**src/rtl/layer_engine_activator_sched_pkg.sv**
```systemverilog
// Shared definitions for the activator scheduler: one-hot FSM encoding and width helper.
package layer_engine_activator_sched_pkg;

    // Bit 3 is reserved for a future state.
    typedef enum logic [3:0] {
        ST_IDLE  = 4'b0001,
        ST_ISSUE = 4'b0010,
        ST_RUN   = 4'b0100
    } state_t;

    function automatic int clog2(input int value);
        int r;
        r = 0;
        for (int i = 0; i < 31; i++) begin
            if ((1 << i) < value) r = i + 1;
        end
        return r;
    endfunction

endpackage

```
**src/rtl/layer_engine_activator_sched_arb.sv**
```systemverilog
// Combinational round-robin arbiter: lowest requester index at or above ptr wins, else wraps.
module layer_engine_activator_sched_arb
    import layer_engine_activator_sched_pkg::*;
#(
    parameter int C_NUM_REQ = 4,
    parameter int IW        = clog2(C_NUM_REQ)
) (
    input  logic [C_NUM_REQ-1:0] req,
    input  logic [IW-1:0]        ptr,
    output logic [C_NUM_REQ-1:0] grant_oh,
    output logic [IW-1:0]        grant_idx,
    output logic                 any_req
);

    logic found;

    always_comb begin
        grant_oh  = '0;
        grant_idx = '0;
        found     = 1'b0;
        // First pass covers ptr..N-1, second pass wraps to 0..ptr-1.
        for (int i = 0; i < C_NUM_REQ; i++) begin
            if (!found && req[i] && (IW'(i) >= ptr)) begin
                found       = 1'b1;
                grant_oh[i] = 1'b1;
                grant_idx   = IW'(i);
            end
        end
        for (int i = 0; i < C_NUM_REQ; i++) begin
            if (!found && req[i] && (IW'(i) < ptr)) begin
                found       = 1'b1;
                grant_oh[i] = 1'b1;
                grant_idx   = IW'(i);
            end
        end
    end

    assign any_req = |req;

endmodule

```
**src/rtl/layer_engine_activator_sched.sv**
```systemverilog
// Round-robin scheduler sharing one activation engine among C_NUM_REQ layer engines.
module layer_engine_activator_sched
    import layer_engine_activator_sched_pkg::*;
#(
    parameter int          C_NUM_REQ        = 4,
    parameter int          C_OPCODE_WIDTH   = 64,
    parameter int unsigned C_TIMEOUT_CYCLES = 65535
) (
    input  logic                                clk,
    input  logic                                rst,
    input  logic [C_NUM_REQ*C_OPCODE_WIDTH-1:0] req_opcode,
    input  logic [C_NUM_REQ-1:0]                req_valid,
    output logic [C_NUM_REQ-1:0]                req_accept,
    output logic [C_NUM_REQ-1:0]                req_complete,
    output logic [C_OPCODE_WIDTH-1:0]           act_opcode,
    output logic                                act_opcode_valid,
    input  logic                                act_opcode_accept,
    input  logic                                act_opcode_complete,
    output logic [clog2(C_NUM_REQ)-1:0]         grant_id,
    output logic                                grant_valid,
    output logic                                busy,
    output logic                                timeout_err
);

    localparam int IW = clog2(C_NUM_REQ);

    state_t                    state, state_n;
    logic [IW-1:0]             rr_ptr;
    logic [IW-1:0]             arb_idx;
    logic [C_NUM_REQ-1:0]      arb_oh;
    logic                      any_req;
    logic                      load, take, done;
    logic [C_OPCODE_WIDTH-1:0] opc_sel;
    logic [31:0]               wd_cnt;
    logic [C_NUM_REQ-1:0]      owner_oh;
    logic [IW-1:0]             ptr_next;

    layer_engine_activator_sched_arb #(
        .C_NUM_REQ (C_NUM_REQ),
        .IW        (IW)
    ) u_arb (
        .req       (req_valid),
        .ptr       (rr_ptr),
        .grant_oh  (arb_oh),
        .grant_idx (arb_idx),
        .any_req   (any_req)
    );

    always_comb begin
        opc_sel = '0;
        for (int i = 0; i < C_NUM_REQ; i++) begin
            if (arb_oh[i]) opc_sel = req_opcode[i*C_OPCODE_WIDTH +: C_OPCODE_WIDTH];
        end
    end

    assign owner_oh = {{(C_NUM_REQ-1){1'b0}}, 1'b1} << grant_id;
    assign ptr_next = (grant_id == IW'(C_NUM_REQ - 1)) ? '0 : grant_id + 1'b1;

    always_ff @(posedge clk or negedge rst) begin
        if (!rst) state <= ST_IDLE;
        else      state <= state_n;
    end

    // Complete without a prior or simultaneous accept is not meaningful and is ignored.
    always_comb begin
        state_n = state;
        load    = 1'b0;
        take    = 1'b0;
        done    = 1'b0;
        unique case (state)
            ST_IDLE: begin
                if (any_req) begin
                    load    = 1'b1;
                    state_n = ST_ISSUE;
                end
            end
            ST_ISSUE: begin
                if (act_opcode_accept) begin
                    take = 1'b1;
                    if (act_opcode_complete) begin
                        done    = 1'b1;
                        state_n = ST_IDLE;
                    end else begin
                        state_n = ST_RUN;
                    end
                end
            end
            ST_RUN: begin
                if (act_opcode_complete) begin
                    done    = 1'b1;
                    state_n = ST_IDLE;
                end
            end
            default: state_n = ST_IDLE;
        endcase
    end

    always_ff @(posedge clk or negedge rst) begin
        if (!rst) begin
            act_opcode   <= '0;
            grant_id     <= '0;
            rr_ptr       <= '0;
            req_accept   <= '0;
            req_complete <= '0;
            wd_cnt       <= '0;
            timeout_err  <= 1'b0;
        end else begin
            req_accept   <= take ? owner_oh : '0;
            req_complete <= done ? owner_oh : '0;
            if (load) begin
                act_opcode <= opc_sel;
                grant_id   <= arb_idx;
            end
            if (done) rr_ptr <= ptr_next;
            // Watchdog saturates rather than wrapping so a stuck job cannot re-arm it.
            if (load)                                      wd_cnt <= '0;
            else if (state != ST_IDLE && wd_cnt != '1)     wd_cnt <= wd_cnt + 32'd1;
            if (C_TIMEOUT_CYCLES != 0 && state != ST_IDLE && wd_cnt == 32'(C_TIMEOUT_CYCLES))
                timeout_err <= 1'b1;
        end
    end

    assign act_opcode_valid = (state == ST_ISSUE);
    assign grant_valid      = (state == ST_ISSUE) || (state == ST_RUN);
    assign busy             = (state != ST_IDLE);

endmodule
```
**config.mk**
```make
export PLATFORM = sky130hd
export DESIGN_NAME = layer_engine_activator_sched
export DESIGN_NICKNAME = d
export VERILOG_FILES = /design/src/rtl/layer_engine_activator_sched_pkg.sv /design/src/rtl/layer_engine_activator_sched_arb.sv /design/src/rtl/layer_engine_activator_sched.sv
export SDC_FILE = /design/constraint.sdc
export NUM_CORES = 1
export LEC_CHECK = 0
export ABC_AREA = 1
export CAP_MARGIN = 30
export CORE_AREA = 2 2 135 137
export DETAILED_ROUTE_END_ITERATION = 12
export DIE_AREA = 0 0 137 139
export GPL_ROUTABILITY_DRIVEN = 0
export PLACE_DENSITY = 0.82
export SLEW_MARGIN = 20
export SYNTH_ARGS = -nofsm -noshare
export SYNTH_HDL_FRONTEND = slang
export SYNTH_SLANG_ARGS = --single-unit
```
**constraint.sdc**
```tcl
create_clock -name clk -period 3.58 [get_ports clk]
set_clock_uncertainty 0.2 [all_clocks]
set_input_delay 0.537 -clock clk [delete_from_list [all_inputs] [get_ports clk]]
set_output_delay 0.537 -clock clk [all_outputs]
set_load 0.05 [all_outputs]
```
==> flow_metrics.py <==
metrics = {
    "flow_run": {
        "cap_violations": 0,
    },
    "synthesis": {
        "synth_top_family_by_area": "simple AND/OR/NAND/NOR gates",
        "synth_area_per_cell_um2": 6.752,
        "synth_nets": 1372,
        "ys.flop_type": "dfrtp_1",
        "netlist_top_cells_count": "nand2_1 (561), dfrtp_1 (111), o21ai_1 (74)",
        "synth_seq_cells": 112,
        "ys_seq_area_share_pct": 37.65,
        "yosysUniqueCellTypes": 35,
        "synth_xor_area_share_pct": 0.9409,
        "yosysMostFrequentCell": "nand2_1",
        "synth_compound_area_share_pct": 14.80,
        "synthesis.area_um2": 7447,
        "synth_top_area_cell": "dfrtp_1",
        "synth_area_leaders": "dfrtp_1 (37%), nand2_1 (28%), o21bai_1 (6.5%)",
        "synth-edff-count": 0,
        "netlist.area_leader.share_pct": 37.30,
        "synth-async-reset-ratio_pct": 100.0,
        "synth_cells": 1103,
        "synth_mux_area_share_pct": 0,
        "ys_warn_count": 0,
        "yosys.area_share.adder_pct": 0.8401,
        "yosys.area_share.simple_pct": 38.36,
    },
    "timing": {
        "maxSlewViolCount": 0,
        "worst_pin_slew_ns": 0.7819,
        "hold_viol_final": 0,
        "fmax_mhz": 355.9,
        "fin_tns_setup_ns": 0,
        "fin_hold_ws_ns": 0.04607,
        "post-route-min-period_ns": 2.810,
        "fin_crit_sh_pct": 78.49,
        "rsz0062_at_grt": "no",
        "max-slew-margin-rel_pct": 47.87,
        "setup_viol": 0,
    },
    "clock_tree": {
        "cts.repair.resized": 0,
        "htreeDepth": 3,
        "cts-root-buf": "clkbuf_16",
        "clk_latency_ns": 0.36,
        "cts_setup_buffers": 0,
        "tritoncts": "built",
        "cts_buffer_depth": 2,
        "numCtsBuffers": 9,
        "path_clk_slew_ns": 0.08,
        "cts_sinks": 112,
        "cts_hold_buf": 0,
    },
    "worst_setup_path": {
        "start_kind": "flop",
        "required_ns": 2.84,
        "crit-reg2reg-launch": "wd_cnt[0]",
        "path_max_fanout": 4,
        "r2r_cells": 10,
        "reg2reg_slack_ns": 1.11,
        "crit_path_end_kind": "output pin",
        "r2r_end": "wd_cnt[13]",
        "crit_type": "flop to output pin",
        "arrival_ns": 2.07,
    },
    "placed_design": {
        "place_area_um2": 11010,
        "hpwl_um": 22540,
        "dp_cells": 1636,
        "port_buffers": 341,
    },
    "routing": {
        "vias": 8535,
        "drt-pass1-iter-count": 5,
        "wl_per_cell_um": 17.83,
        "post_drt_via_cell_ratio": 5.160,
        "drc": 0,
        "drt-total-wl_um": 29480,
        "antenna_violating_nets_post_route": 0,
        "drt-initial-drc-count": 684,
    },
    "finish": {
        "layout-drive-gt1-share_pct": 6.114,
        "final_cells": 1654,
        "nets": 1687,
        "final_area_um2": 11310,
        "area_growth_pct": 51.92,
        "fin_util_pct": 64.07,
    },
    "grt": {
        "grt_max_degree": 60,
        "grt_pass1_vias": 8144,
        "grt_remaining_overflow": 0,
        "grt_pass1_wl_um": 45160,
        "grt_use_total_pct": 30.93,
        "antenna_found_initial": 4,
    },
    "outcome": {
        "status": "completed",
    },
    "power": {
        "power_leakage_uw": 0.005560,
        "vdd_drop_max_mv": 0.5370,
        "power_density_nw_per_um2": 724.3,
    },
    "floorplanning": {
        "start_util_pct": 42.18,
        "core_um2": 17660,
        "rows": 49,
        "die_w_um": 137,
        "fp.dieH_um": 139,
        "io_pins": 342,
        "die_area_um2": 19040,
    },
    "worst_hold_path": {
        "hp-class": "primary input to asynchronous set/reset pin",
    },
}
## cell type report
| type | instances | area [um^2] |
|---|---|---|
| Clock buffer | 12 | 266.5 |
| Multi-Input combinational cell | 879 | 4094 |
| Sequential cell | 112 | 2804 |
| Tap cell | 229 | 286.5 |
| Inverter | 59 | 224.0 |
| Timing Repair Buffer | 357 | 3606 |
| Clock inverter | 4 | 27.53 |
| Fill cell | 1549 | 6344 |
| Antenna cell | 2 | 5.005 |
## power breakdown
part	switching, uW	internal, uW	total, uW	leakage [uW]
logic	3450	1750	5200	0.00396
clock network	498	532	1030	0.000149
registers	277	1690	1960	0.00145
total	4220	3970	8190	0.00556
## registers in the layout (all words and copies together) (netlist names)
signal and cells:
act_opcode 64, grant_id 2, req_accept 4, req_complete 4
rr_ptr 2, state 3, timeout_err 1, wd_cnt 32
## cells in the final DEF (no fill, tap or decap), drive strengths merged
cell type / n
nor3: 21
or2: 1
a21oi: 3
nand2: 564
xor2: 8
nor4: 1
o31ai: 2
clkbuf: 12
clkdlybuf4s50: 340
inv: 59
a31o: 1
o21ai: 100
dfstp: 1
dfrtp: 111
buf: 17
nand4: 27
ha: 5
clkinv: 4
nor2: 54
nand3: 28
o21bai: 64
diode: 2
## worst max-delay path, stage by stage (launching register included)
cell and delay, ns:
dfstp_2 0.55, inv_1 0.07, nor3_4 0.23, inv_2 0.13, clkdlybuf4s50_1 0.73
## logic make-up after synthesis
group,Yosys count
fa+ha+maj,5
flops,112
simple gates,696
xor+xnor,8
buf+inv,112
compound gates,170
## per-layer routing
metal,track usage [%],vias to the layer above,part of all wire (%)
met2,46.66,392,44
met4,9.658,6,2.6
met3,8.991,60,9.8
li1,-,4158,-
met5,0,-,0.13
met1,42.70,3919,43
## metrics by stage
step,total power (uW),setup WS (ns)
6_report,8194,0.7701
3_5_place_dp,7172,0.7482
2_1_floorplan,5433,1.223
5_1_grt,8687,0.6726
3_3_place_gp,7069,0.7486
4_1_cts,8215,0.7568
## worst max path at each step
| stage | from | endpoint | slack, ns | depth (start not counted) |
|---|---|---|---|---|
| floorplan | state[2] | grant_valid | 1.22 | 3 |
| global placement | req_valid[2] | wd_cnt[2] | 0.75 | 9 |
| detailed placement | req_valid[2] | wd_cnt[11] | 0.75 | 9 |
| CTS | state[0] | busy | 0.76 | 4 |
| global route | state[0] | busy | 0.67 | 4 |
| finish | state[0] | busy | 0.77 | 4 |
No activity file was read; power rests on OpenSTA's default activity.
